<file path="src/rtl/rf_wport_arb.sv">
// Register-file write-port arbiter: the pipeline writeback has priority, and secondary (mul/div) results
// queue in a FIFO that drains in pipeline bubbles, with a one-cycle forced stall to bound their wait.
module rf_wport_arb #(
  parameter int DEPTH        = 4,
  parameter int STARVE_LIMIT = 8
) (
  input  logic                     clk,
  input  logic                     rst_n,
  input  logic                     pipe_we_i,
  input  logic [4:0]               pipe_waddr_i,
  input  logic [31:0]              pipe_wdata_i,
  output logic                     pipe_stall_o,
  input  logic                     sec_valid_i,
  input  logic [4:0]               sec_waddr_i,
  input  logic [31:0]              sec_wdata_i,
  output logic                     sec_ready_o,
  output logic                     rf_we_o,
  output logic [4:0]               rf_waddr_o,
  output logic [31:0]              rf_wdata_o,
  output logic                     rf_src_o,
  output logic [$clog2(DEPTH):0]   pend_cnt_o
);

  localparam int AW = $clog2(DEPTH);
  localparam int CW = AW + 1;
  localparam int GW = $clog2(STARVE_LIMIT + 1);

  logic [4:0]    addr_mem [DEPTH];
  logic [31:0]   data_mem [DEPTH];
  logic [AW-1:0] head, tail;
  logic [CW-1:0] count, count_next;
  logic [GW-1:0] age, age_next;

  logic pipe_req, drain, enq, full, stall_set;

  assign full        = (count == CW'(DEPTH));
  assign sec_ready_o = !full;
  assign pend_cnt_o  = count;

  // A stalled pipeline's wb inputs are stale, so they never win the port.
  assign pipe_req  = pipe_we_i && (pipe_waddr_i != 5'd0) && !pipe_stall_o;
  assign enq       = sec_valid_i && sec_ready_o && (sec_waddr_i != 5'd0);
  assign drain     = (count != '0) && !pipe_req;
  assign stall_set = (age == GW'(STARVE_LIMIT - 1)) && !drain && !pipe_stall_o;

  always_comb begin
    count_next = count;
    case ({enq, drain})
      2'b10:   count_next = count + CW'(1);
      2'b01:   count_next = count - CW'(1);
      default: count_next = count;
    endcase
  end

  always_comb begin
    age_next = age;
    if (count == '0 || drain)
      age_next = '0;
    else if (age != GW'(STARVE_LIMIT))
      age_next = age + GW'(1);
  end

  // Storage needs no reset: entries are only ever read while count covers them.
  always_ff @(posedge clk) begin
    if (enq) begin
      addr_mem[tail] <= sec_waddr_i;
      data_mem[tail] <= sec_wdata_i;
    end
  end

  always_ff @(posedge clk or negedge rst_n) begin
    if (!rst_n) begin
      head         <= '0;
      tail         <= '0;
      count        <= '0;
      age          <= '0;
      pipe_stall_o <= 1'b0;
      rf_we_o      <= 1'b0;
      rf_waddr_o   <= 5'd0;
      rf_wdata_o   <= 32'd0;
      rf_src_o     <= 1'b0;
    end else begin
      count        <= count_next;
      age          <= age_next;
      pipe_stall_o <= stall_set;
      if (enq)
        tail <= tail + AW'(1);
      if (pipe_req) begin
        rf_we_o    <= 1'b1;
        rf_waddr_o <= pipe_waddr_i;
        rf_wdata_o <= pipe_wdata_i;
        rf_src_o   <= 1'b0;
      end else if (drain) begin
        rf_we_o    <= 1'b1;
        rf_waddr_o <= addr_mem[head];
        rf_wdata_o <= data_mem[head];
        rf_src_o   <= 1'b1;
        head       <= head + AW'(1);
      end else begin
        rf_we_o    <= 1'b0;
      end
    end
  end

endmodule

</file>
<file path="config.mk">
export PLATFORM = sky130hd
export DESIGN_NAME = rf_wport_arb
export DESIGN_NICKNAME = d
export VERILOG_FILES = /design/src/rtl/rf_wport_arb.sv
export SDC_FILE = /design/constraint.sdc
export NUM_CORES = 1
export LEC_CHECK = 0
export BUFFER_PORTS_ARGS = -buffer_cell sky130_fd_sc_hd__buf_2
export CORE_MARGIN = 4
export CORE_UTILIZATION = 31
export CTS_CLUSTER_DIAMETER = 50
export DETAILED_ROUTE_END_ITERATION = 12
export GPL_TIMING_DRIVEN = 0
export PLACE_DENSITY = 0.51
export SLEW_MARGIN = 0
export SYNTH_ARGS = -nofsm -noshare
export SYNTH_HDL_FRONTEND = slang
export SYNTH_SLANG_ARGS = --single-unit
</file>
<file path="constraint.sdc">
create_clock -name clk -period 2.8 [get_ports clk]
set_input_delay 0.84 -clock clk [delete_from_list [all_inputs] [get_ports clk]]
set_output_delay 0.84 -clock clk [all_outputs]
set_load 0.005 [all_outputs]
</file>
## Yosys cells after proc, flatten, opt, wreduce, memory -nomap -nowiden

Memories as Yosys holds them, arrays and structs flattened.
Index checks and enable logic that the tools add are counted.

- Add/subtract/negate cells: 5
- Mux-type cells: 13
- Equal/unequal tests: 5
- Reduce and logical (&&, ||, !) cells: 20
- Bitwise operators: 1

Operators with widths:

| kind | count |
|---|---|
| $mux W32 | 2 |
| $mux W5 | 2 |
| $reduce_bool A5 Y1 | 2 |
| $mux W4 | 2 |
| $logic_and A1 B1 Y1 | 7 |
| $mux W1 | 6 |
| $pmux W3 S2 | 1 |
| $reduce_bool A2 Y1 | 3 |
| $add A2 B1 Y2 const B | 2 |
| $add A4 B1 Y4 const B | 1 |
| $eq A4 B3 Y1 const B | 1 |
| $logic_not A1 Y1 | 4 |
| $ne A4 B4 Y1 const B | 1 |
| $add A3 B1 Y3 const B | 1 |
| $eq A3 B3 Y1 const B | 1 |
| $logic_not A3 Y1 | 1 |
| $reduce_bool A3 Y1 | 1 |
| $sub A3 B1 Y3 const B | 1 |
| $eq A2 B1 Y1 const B | 1 |
| $eq A2 B2 Y1 const B | 1 |
| $reduce_and A2 Y1 | 1 |
| $logic_or A1 B1 Y1 | 1 |
| $not A1 Y1 | 1 |

- Flip-flop bits (word level): 51
- Memories kept: 2
- Output and inout port bits: 44
- Memory bits (writable): 148

Memory list:

| name | words | width | read ports | clocked after memory_dff | write ports | RTL line | text |
|---|---|---|---|---|---|---|---|
| data_mem | 4 | 32 | 1 | 0 | 1 | 29 | `logic [31:0] data_mem [DEPTH];` |
| addr_mem | 4 | 5 | 1 | 0 | 1 | 28 | `logic [4:0] addr_mem [DEPTH];` |

## Depth between registers and ports, before layout

Gate-level depths: netlist of the first run.

- Depth after elaboration: 8
- Mapped depth: 10

## Worst setup path before layout of the first run

OpenSTA, ideal clock, no wires.

- Path type: in2reg
- Start: input pipe_waddr_i[1]
- End: register count[2] (netlist: pend_cnt_o[2])
- Buffers on the path: 0
- Stages on the path: 9
- Library setup time: 79 ps
- Setup slack: -71 ps
- Data arrival time: 2,792 ps
- Cells stage by stage: or4_1 o21ai_4 and2_1 ha_1 inv_1 fa_1 xor2_1 nor2_1 xor2_1

- Longest elaborated chain between the ends: 7
- Elaborated cells between the ends (all ways): 9
- Classes of those cells: 2 x eq/ne; 1 x mux; 6 x reduce/logical

RTL lines:

| what | RTL line | text |
|---|---|---|
| start, declared | 10 | `input logic [4:0] pipe_waddr_i,` |
| $reduce_bool A5 Y1 (*) | 41 | `assign pipe_req = pipe_we_i && (pipe_waddr_i != 5'd0) && !pipe_stall_o;` |
| $logic_and A1 B1 Y1 (*) (2 in series) | 41 |  |
| $logic_not A1 Y1 (*) | 43 | `assign drain = (count != '0) && !pipe_req;` |
| $logic_and A1 B1 Y1 (*) | 43 |  |
| $eq A2 B1 Y1 or $eq A2 B2 Y1 (tied branches) | 48 | `case ({enq, drain})` |
| $pmux W3 S2 or $reduce_bool A2 Y1 (tied branches) | - |  |
| end signal, assigned | 83 | `count <= count_next;` |
| end, declared | 31 | `logic [CW-1:0] count, count_next;` |

Mark *: on every way between the ends. The rest lies on a longest branch, timed or not.
A chain may end at the register's enable or synchronous reset.

## Worst setup path in the final report of the first run

Ends and elaborated chain as after synthesis.

==> summary.md, run 1 <==
| Metric | Value |
|---|---|
| Mux share of post-synthesis cell area | `0.110` |
| Nets | `693` |
| CTS tree | `built` |
| Clock latency on the worst-skew pair | `0.42 ns` |
| Maxcap violations | `0` |
| Syn. warnings | `0` |
| Clock-pin slew on the worst setup and hold paths | `0.07 ns` |
| Hold Buf Count CTS | `0` |
| Max Fclk | `380 MHz` |
| Number of global-route vias before repair | `4938` |
| Antenna violations before repair | `2` |
| PD cells | `1010 mW/mm2` |
| Antenna diodes | `0` |
| Final hold vios | `0` |
| Buffers & Inverters on Critical Path | `2` |
| Clock root buffer | `clkbuf_16` |
| Initial Util | `0.317` |
| Total Power | `9.60 mW` |
| Row count | `57` |
| ANT nets after route | `0` |
| Xor/xnor cell area share of the yosys netlist | `0.0102` |
| Post-CTS Setup Inserts | `0` |
| Synth Instances | `463` |
| Delay of the slowest critical-path stage | `0.56 ns` |
| Chip width | `166 um` |
| Fill count | `2267` |
| Placed cell area | `0.00886 mm2` |
| Sequential cell area | `0.00572 mm2` |
| RR Startpoint | `pend_cnt_o[0]$_DFFE_PN0P_` |
| CP startpoint kind | `input port` |
| Static leakage | `3.56 nW` |
| Adder-Cell Fraction of Synth Area | `0.0139` |
| Worst vdd ir | `0.408 mV` |
| Initial DRC Count | `261` |
| GPL Wtd Cong | `0.780` |
| Mapped Area | `0.00774 mm2` |
| Final setup viols | `0` |
| CP top delay family | `simple AND/OR/NAND/NOR gates` |
| Die Area | `0.0276 mm2` |
| Vias | `4410` |
| DP Cell Count | `912` |
| Crit path from | `pipe_waddr_i[1]` |
| Post-cts resize count | `0` |
| Fin Setup TNS | `0 ns` |
| Commonest cells after routing, fill and taps aside | `edfxtp_1, buf_2, nand2_1, dfrtp_1, mux4_2` |
| WS Path Type | `input port to register` |
| Status | `complete, no violations` |
| Worst-Margin Slew | `0.961 ns` |
| DIE HEIGHT | `166 um` |
| Crit path cell chain | `buf_2 > or4_4 > o21ai_4 > and2_4 > ha_4 > inv_1 > fa_2 > xor2_1 > nor2_1 > xor2_1` |
| Slew margin rel. | `0.355` |
| Worst Skew | `0.0177 ns` |
| DRC Markers | `0` |
| Simple-gate share of the synthesized area | `0.0693` |
| CP dominant cell by count | `xor2_1` |
| Area leader, netlist | `edfxtp_1` |
| #FFs+latches synth | `199` |
| Multi-input logic area | `0.00189 mm2` |
| RSZ-0062 raised after global routing | `no` |
| Largest net degree at the start of global routing | `52` |
| Post-synthesis cell type count | `29` |
| Worst path slowest cell | `or4_4` |
| Fin crit period | `2.63 ns` |
| WL per Instance | `19.3 um` |
| Post-DP HPWL | `12400 um` |
| Total CTS buffers | `17` |
| CTS sink cnt | `199` |
| I/O Buffers | `121` |
| GR Util All Layers | `0.134` |
| Crit path max fanout | `10` |
| Critical Path RT | `3.14 ns` |
| Ports | `122` |
| Compound-Gate Fraction of Synth Area | `0.0373` |
| CTS max path bufs | `2` |
| Via density per instance | `4.67` |
| Largest family of logic cells by synthesized area | `multiplexers` |
| Layout cell share with drive strength beyond 1 | `0.348` |
| CP Data Arrival Time | `2.98 ns` |
| Yosys top cell area share | `0.574` |
| Core area | `0.0245 mm2` |
| Final Cell Area | `0.00951 mm2` |
| P&R area growth vs syn | `22.7%` |
| Net Count, Synth | `549` |
| Drt pass-1 iters | `4` |
| Synth area leaders | `edfxtp_1, dfrtp_1, mux4_2` |
| H-tree levels | `4` |
| Wire length of the first global-routing pass | `28200 um` |
| Post-route clock period utilization | `0.941` |
| DRT Wirelength | `18200 um` |
| Gr ovfl total | `0` |
| Leading cell type in the layout, fill and taps excluded | `edfxtp_1` |
| Post-synthesis sequential area ratio | `0.739` |
| Critical Path End Type | `register` |
| Worst Hold Class | `input port to asynchronous set/reset pin` |
| Mean post-synth cell area | `16.7 um2` |
| Final std cells w/o fill | `944` |
| Fin Hold WS | `0.483 ns` |
| Max-slew violation count | `0` |
per-layer routing:
layer  global-route usage  up-vias  wire length, um
met5                    0        -               21
met3               0.0314       18              764
li1                     -     2035                -
met2                0.234      100             9540
met4               0.0341        4              255
met1                0.169     2253             7610
stage by stage:
| stage | worst slack [ns] | util |
|---|---|---|
| floorplan | 0.0352 | - |
| global placement | -0.834 | 0.359 |
| detailed placement | -0.276 | 0.362 |
| CTS | 0.155 | 0.389 |
| global route | 0.0769 | 0.389 |
| finish | 0.165 | 0.389 |
cell type report:
class	instances	area share
sequential	199	0.602
multi-input combinational	231	0.199
tap	324	0.0426
clock inverter	10	0.0176
clock buffer	22	0.0499
inverter	8	0.00316
timing repair buffer	125	0.0724
buffer	25	0.0134
path summary, 6_finish.rpt:
| check | slack (ns) | cells after the start | end |
|---|---|---|---|
| min in group clk | 0.49 | 1 | rf_src_o$_DFFE_PN0P_ |
| max | 0.17 | 10 | pend_cnt_o[2]$_DFFE_PN0P_ |
| max reg2reg | 0.58 | 5 | addr_mem[1][0]$_DFFE_PP_ |
| max in group asynchronous | 1.80 | 1 | tail[1]$_DFFE_PN0P_ |
| min | 0.48 | 1 | rf_wdata_o[9]$_DFFE_PN0P_ |
| min reg2reg | 0.49 | 1 | rf_src_o$_DFFE_PN0P_ |
cells in the mapped netlist:
master,instances
o211a_1,1
or4_1,2
a31oi_1,35
a32oi_1,2
edfxtp_1,148
buf_2,9
or3_1,1
o21ai_0,2
xor2_1,5
mux2_1,1
a2111oi_0,1
nor2_1,36
nand3_1,5
xnor2_1,4
clkbuf_1,10
buf_4,6
nand2_1,76
o21ai_4,1
nor3_1,5
mux2i_1,1
ha_1,7
inv_1,8
o21a_1,1
mux4_2,37
dfrtp_1,51
nand3b_1,1
nor2b_1,1
fa_1,1
and2_1,5
power breakdown:
part           leakage (nW)  switching (mW)  internal [mW]
clock                 0.311            1.04           1.58
sequential             1.95           0.264           3.93
combinational          1.30            1.55           1.24
registers in the layout, indices dropped and copies added, names as in the netlist:
register / cells
tail: 2
rf_wdata_o: 32
rf_src_o: 1
data_mem: 128
age: 4
pend_cnt_o: 3
rf_we_o: 1
rf_waddr_o: 5
pipe_stall_o: 1
head: 2
addr_mem: 20
cell families after synthesis:
kind of cell,after synthesis
flip-flops,199
AND/OR/NAND/NOR,132
AO/OA/AOI/OAI,43
multiplexers,39
buffers and inverters,33
XOR/XNOR,9
adder cells (fa/ha/maj),8
No activity file was read; power rests on OpenSTA's default activity.
==> inputs of run 2 (changes only) <==
- ABC_AREA: unset -> 1
- PLACE_DENSITY: 0.51 -> 0.5
==> summary.md, run 2 <==
| Metric | Value |
|---|---|
| Status | `complete, no violations` |
| PD cells | `969 mW/mm2 (-4.0%)` |
| Clock-pin slew on the worst setup and hold paths | `0.07 ns (about the same)` |
| CTS max path bufs | `2 (unchanged)` |
| CTS tree | `built` |
| Total CTS buffers | `17 (unchanged)` |
| Post-route clock period utilization | `0.899 (-0.0416)` |
| Worst Hold Class | `input port to asynchronous set/reset pin` |
| Layout cell share with drive strength beyond 1 | `0.233 (-0.116)` |
| Placed cell area | `0.0101 mm2 (+14%)` |
| DIE HEIGHT | `178 um (+7.1%)` |
| Largest registers | `data_mem x128, rf_wdata_o x32, addr_mem x20` |
| DRC Markers | `0 (unchanged)` |
| Vias | `6164 (+40%)` |
| WS Path Type | `input port to register` |
| #FFs+latches synth | `199 (unchanged)` |
| DRT Wirelength | `22900 um (+26%)` |
| Commonest cells after routing, fill and taps aside | `nand2_1, nand3_1, inv_1, edfxtp_1, buf_2` |
| Final setup viols | `0 (unchanged)` |
| P_sw | `3.78 mW (+32%)` |
| Hold Buf Count CTS | `0 (unchanged)` |
| ANT nets after route | `0 (unchanged)` |
| Post-DP HPWL | `15800 um (+28%)` |
| Worst-Margin Slew | `0.777 ns (-0.183 ns)` |
| Nets | `1105 (+59%)` |
| Int Power | `6.65 mW (-1.4%)` |
| Commonest cells in the synthesized netlist | `nand2_1, nand3_1, inv_1` |
| Ports | `122 (unchanged)` |
| H-tree levels | `4 (unchanged)` |
| Total Power | `10.4 mW (+8.6%)` |
| Largest register FFs | `128 (unchanged)` |
| Max Fclk | `397 MHz (+4.6%)` |
| Via density per instance | `4.37 (-6.5%)` |
| Logic pwr share | `0.347 (+0.057)` |
| Slew margin rel. | `0.482 (+0.127)` |
| Mapped Area | `0.00894 mm2 (+15%)` |
| Final std cells w/o fill | `1411 (+49%)` |
| Final Cell Area | `0.0108 mm2 (+13%)` |
| Critical Path End Type | `register` |
| Core area | `0.0281 mm2 (+15%)` |
| Initial DRC Count | `390 (+49%)` |
| Chip width | `178 um (+7.1%)` |
| Leading cell type in the layout, fill and taps excluded | `nand2_1` |
| Gr ovfl total | `0 (unchanged)` |
| Die Area | `0.0316 mm2 (+15%)` |
| Wire length of the first global-routing pass | `35500 um (+26%)` |
| Clk network pwr share | `0.248 (-0.025)` |
| Largest Register | `data_mem` |
| Static leakage | `5.00 nW (+41%)` |
| Worst Reg2Reg Path Length in Cells | `10 (+5)` |
| Synth area leaders | `edfxtp_1, dfrtp_1, nand2_1` |
| Reg power frac | `0.405 (-0.032)` |
| Final Util | `0.383 (-0.00552)` |
| Post-CTS Setup Inserts | `0 (unchanged)` |
| I/O Buffers | `121 (unchanged)` |
| Post-synthesis cell type count | `30 (+3.4%)` |
| Crit path max fanout | `7 (-3)` |
| Syn. warnings | `0 (unchanged)` |
| DP Cell Count | `1378 (+51%)` |
| Ys flop type | `edfxtp_1` |
| Area leader, netlist | `edfxtp_1` |
| Worst reg2reg path endpoint | `pend_cnt_o[2]$_DFFE_PN0P_` |
| Net Count, Synth | `961 (+75%)` |
| Fin Hold WS | `0.480 ns (-0.00367 ns)` |
| Row count | `61 (+7.0%)` |
| Post-cts resize count | `0 (unchanged)` |
| Most common cell in the netlist | `nand2_1` |
| Yosys top cell area share | `0.497 (-0.0769)` |
| Maxcap violations | `0 (unchanged)` |
| CP startpoint kind | `input port` |
| CP Data Arrival Time | `2.84 ns (-0.14 ns)` |
| WL per Instance | `16.3 um (-16%)` |
| R2R Setup Slk | `0.46 ns (-0.12 ns)` |
| Drt pass-1 iters | `4 (unchanged)` |
| Sw Ratio | `0.362 (+0.0651)` |
| Critical Path RT | `3.12 ns (-0.02 ns)` |
| Number of global-route vias before repair | `6194 (+25%)` |
| GR Util All Layers | `0.150 (+0.0159)` |
| Fill count | `2879 (+27%)` |
| Post-synth ARST share | `0.256 (unchanged)` |
| RSZ-0062 raised after global routing | `no` |
| Post-synthesis sequential area ratio | `0.640 (-0.0990)` |
| Synth Instances | `875 (+89%)` |
| GPL Wtd Cong | `0.754 (-3.3%)` |
| Initial Util | `0.318 (+0.00182)` |
| Fin crit period | `2.52 ns (-0.116 ns)` |
| Clock latency on the worst-skew pair | `0.43 ns (about the same)` |
| Final hold vios | `0 (unchanged)` |
| EDFF count, synth | `148 (unchanged)` |
| P&R area growth vs syn | `20.3%` |
| Antenna violations before repair | `5 (+3)` |
| Largest net degree at the start of global routing | `52 (unchanged)` |
| CTS sink cnt | `199 (unchanged)` |
| RR Startpoint | `pend_cnt_o[0]$_DFFE_PN0P_` |
| Mean post-synth cell area | `10.2 um2 (-39%)` |
| Clock root buffer | `clkbuf_16` |
| Worst Skew | `0.0100 ns (-0.00769 ns)` |
| Max-slew violation count | `0 (unchanged)` |
| Worst vdd ir | `0.468 mV (+15%)` |
## run 2: cell types whose count changed in the layout (fill, tap and decap cells not counted), sizes merged, moves of 3 or more
cell | before | now
buf | 140 | 166
nand2 | 76 | 240
nor3 | 5 | 2
nand3 | 5 | 191
a31oi | 35 | 0
and2 | 5 | 1
inv | 9 | 170
clkbuf | 32 | 19
mux4 | 37 | 0
nor2 | 36 | 15
## run 2: worst max path at each step
stage	start	endpoint	slack [ns]
finish	sec_waddr_i[4]	pend_cnt_o[2]$_DFFE_PN0P_	0.28
floorplan	sec_valid_i	addr_mem[0][0]$_DFFE_PP_	-0.34
detailed placement	sec_waddr_i[4]	pend_cnt_o[2]$_DFFE_PN0P_	-0.20
global route	sec_waddr_i[4]	pend_cnt_o[2]$_DFFE_PN0P_	0.14
CTS	sec_waddr_i[4]	pend_cnt_o[2]$_DFFE_PN0P_	0.26
global placement	sec_waddr_i[4]	data_mem[2][20]$_DFFE_PP_	-2.29
## run 2: worst max-delay path, stage by stage
cell and delay, ns:
buf_2 0.15, nor3_1 0.24, nand2_1 0.15, nand2_1 0.40, ha_1 0.22, inv_1 0.06
fa_1 0.37, a21oi_1 0.14, o21ai_0 0.12, xnor2_1 0.14
## run 2: layout make-up
type                       count  area [um2]  share of cell area
inverter                     163         612              0.0569
sequential                   199        5720               0.532
buffer                        43         313              0.0291
tap                          378         473              0.0440
timing repair buffer         125         696              0.0647
multi-input combinational    470        2330               0.216
clock buffer                  17         425              0.0395
antenna                        1        2.50            0.000233
clock inverter                15         190              0.0177
## run 2: layer usage
layer	global-route usage	share of wire
met5	0	0.0021
met4	0.0393	0.014
met3	0.0315	0.047
met2	0.247	0.48
met1	0.202	0.46
## run 2: power groups by stage
stage | Clock, mW | Combinational (mW) | Sequential (mW)
5_1_grt | 2.76 | 4.12 | 4.30
4_1_cts | 2.63 | 3.72 | 4.23
3_3_place_gp | 0 | 3.56 | 4.33
2_1_floorplan | 0 | 2.24 | 4.29
3_5_place_dp | 0 | 3.71 | 4.29
6_report | 2.59 | 3.62 | 4.22
## run 2: through the flow
stage	worst slack [ns]	TNS [ns]
4_1_cts	0.256	0
3_3_place_gp	-2.29	-320.55
3_5_place_dp	-0.202	-1.66
5_1_grt	0.142	0
2_1_floorplan	-0.336	-49.78
6_report	0.282	0
## run 2: cell families (layout without fill, tap and decap cells)
family                   count (synthesis)  after routing  share of synthesized area
AO/OA/AOI/OAI                            5              5                    0.00280
XOR/XNOR                                 6              6                    0.00588
adder cells (fa/ha/maj)                  8              8                     0.0120
buffers and inverters                  206            363                      0.103
flip-flops                             199            199                      0.640
other                                    0              1                          0
AND/OR/NAND/NOR                        451            451                      0.236
==> inputs of run 3 (changes only) <==
- CORE_UTILIZATION: 31 -> 55
- PLACE_DENSITY: 0.5 -> 0.79
==> summary.md, run 3 (synthesis gave the netlist of run 2 again) <==
| Metric | Value |
|---|---|
| Critical Path End Type | `register` |
| WL per Instance | `16.6 um (+2.3%)` |
| Final std cells w/o fill | `1249 (-11%)` |
| Ports | `122 (unchanged)` |
| Worst Hold Class | `register to register` |
| Worst-Margin Slew | `1.21 ns (+0.438 ns)` |
| Worst Skew | `0.0102 ns (+0.000185 ns)` |
| P&R area growth vs syn | `17.6%` |
| Post-DP HPWL | `14000 um (-11%)` |
| Placed cell area | `0.00994 mm2 (-2.0%)` |
| Wire length of the first global-routing pass | `32100 um (-9.5%)` |
| H-tree levels | `4 (unchanged)` |
| Status | `complete, no violations` |
| WHS Path Cells | `2` |
| Worst Reg2Reg Path Length in Cells | `10 (unchanged)` |
| Antenna violations before repair | `3 (-2)` |
| Total CTS buffers | `17 (unchanged)` |
| DP Cell Count | `1216 (-12%)` |
| Initial DRC Count | `574 (+47%)` |
| CP Data Arrival Time | `2.83 ns (about the same)` |
| Leading cell type in the layout, fill and taps excluded | `nand2_1` |
| DRC Markers | `0 (unchanged)` |
| Gr ovfl total | `0 (unchanged)` |
| RR Startpoint | `pend_cnt_o[0]$_DFFE_PN0P_` |
| Vias | `6487 (+5.2%)` |
| Fill count | `1210 (-58%)` |
| CP startpoint kind | `input port` |
| Core area | `0.0159 mm2 (-43%)` |
| Worst reg2reg path endpoint | `pend_cnt_o[2]$_DFFE_PN0P_` |
| Crit path max fanout | `7 (unchanged)` |
| Clock-pin slew on the worst setup and hold paths | `0.06 ns (about the same)` |
| Static leakage | `4.98 nW (-0.35%)` |
| Chip width | `136 um (-24%)` |
| Drt pass-1 iters | `7 (+3)` |
| Largest net degree at the start of global routing | `52 (unchanged)` |
| Largest Register | `data_mem` |
| Via density per instance | `5.19 (+19%)` |
| Nets | `1105 (unchanged)` |
| Max-slew violation count | `0 (unchanged)` |
| WS Path Type | `input port to register` |
| CTS tree | `built` |
| Layout cell share with drive strength beyond 1 | `0.231 (-0.00194)` |
| Crit path from | `sec_waddr_i[4]` |
| Largest registers | `data_mem x128, rf_wdata_o x32, addr_mem x20` |
| Row count | `46 (-25%)` |
| Final Cell Area | `0.0105 mm2 (-2.3%)` |
| Post-cts resize count | `0 (unchanged)` |
| Fin crit period | `2.51 ns (-0.00661 ns)` |
| Initial Util | `0.563 (+0.245)` |
| Maxcap violations | `0 (unchanged)` |
| Slew margin rel. | `0.190 (-0.292)` |
| Final setup viols | `0 (unchanged)` |
| Post-route clock period utilization | `0.897 (-0.00236)` |
| Largest register FFs | `128 (unchanged)` |
| PD cells | `972 mW/mm2 (+0.32%)` |
| Worst hold start | `rf_wdata_o[27]$_DFFE_PN0P_` |
| Number of global-route vias before repair | `6254 (+0.97%)` |
| Worst vdd ir | `0.503 mV (+7.5%)` |
| Commonest cells after routing, fill and taps aside | `nand2_1, nand3_1, inv_1, edfxtp_1, buf_2` |
| Clock latency on the worst-skew pair | `0.44 ns (about the same)` |
| Die Area | `0.0184 mm2 (-42%)` |
| Max Fclk | `398 MHz (+0.26%)` |
| RSZ-0062 raised after global routing | `no` |
| CTS sink cnt | `199 (unchanged)` |
| DRT Wirelength | `20800 um (-9.4%)` |
| R2R Setup Slk | `0.35 ns (-0.11 ns)` |
| DIE HEIGHT | `136 um (-24%)` |
| Post-CTS Setup Inserts | `0 (unchanged)` |
| CTS max path bufs | `2 (unchanged)` |
| GPL Wtd Cong | `0.769 (+1.9%)` |
| GR Util All Layers | `0.231 (+0.0815)` |
| Hold EP | `rf_wdata_o[27]$_DFFE_PN0P_` |
| Final hold vios | `0 (unchanged)` |
| Critical Path RT | `3.12 ns (about the same)` |
| I/O Buffers | `121 (unchanged)` |
| ANT nets after route | `0 (unchanged)` |
| Hold Buf Count CTS | `0 (unchanged)` |
| Clock root buffer | `clkbuf_16` |
==> run 3: cell types whose count changed in the layout (fill, tap and decap cells not counted), sizes merged <==
cell / previous run / this run
inv: 170 / 166
clkbuf: 19 / 24
clkinv: 3 / 4
bufinv: 3 / 1
==> run 3: how the worst max path moves through the flow <==
stage / endpoint / slack, ns
floorplan: addr_mem[0][0]$_DFFE_PP_ / -0.34
global placement: data_mem[2][16]$_DFFE_PP_ / -1.95
detailed placement: pend_cnt_o[2]$_DFFE_PN0P_ / -0.16
CTS: pend_cnt_o[2]$_DFFE_PN0P_ / 0.29
global route: pend_cnt_o[2]$_DFFE_PN0P_ / 0.22
finish: pend_cnt_o[2]$_DFFE_PN0P_ / 0.29
==> run 3: where the power goes <==
group | switching, mW | internal [mW]
Clock | 1.06 | 1.33
Combinational | 2.30 | 1.28
Sequential | 0.310 | 3.94
Total | 3.67 | 6.55
==> run 3: layout make-up <==
class	count	area, um2	area share
multi-input cells	470	2330	0.221
inverters	163	612	0.0582
flip-flops and latches	199	5720	0.544
clock inverters	10	91.3	0.00869
repair buffers	125	693	0.0659
diodes	1	2.50	0.000238
well taps	216	270	0.0257
clock buffers	22	485	0.0462
plain buffers	43	313	0.0297
==> run 3: worst max-delay path, stage by stage <==
cell and delay (ns):
buf_2 0.14, nor3_1 0.22, nand2_1 0.13, nand2_1 0.40
ha_1 0.23, inv_1 0.07, fa_1 0.38, a21oi_1 0.15
o21ai_0 0.13, xnor2_1 0.14
==> run 3: routing by layer <==
| metal | part of all wire | routed length (um) | GRT usage | up-vias |
|---|---|---|---|---|
| li1 | - | - | - | 3092 |
| met1 | 0.40 | 8390 | 0.298 | 3103 |
| met2 | 0.50 | 10400 | 0.389 | 248 |
| met3 | 0.072 | 1500 | 0.0472 | 40 |
| met4 | 0.021 | 436 | 0.0890 | 4 |
| met5 | 0.0013 | 27 | 0 | - |
==> run 3: per-stage QoR <==
step / power (mW) / worst slack [ns] / setup TNS [ns] / utilization / hold WS, ns
after global placement: 7.67 / -1.95 / -267.87 / 0.618 / 0.500
final: 10.2 / 0.288 / 0 / 0.662 / 0.516
after floorplan: 6.54 / -0.336 / -49.78 / - / 0.492
after CTS: 10.2 / 0.295 / 0 / 0.662 / 0.525
after global routing: 10.8 / 0.217 / 0 / 0.662 / 0.535
after detailed placement: 7.87 / -0.164 / -0.164 / 0.626 / 0.509
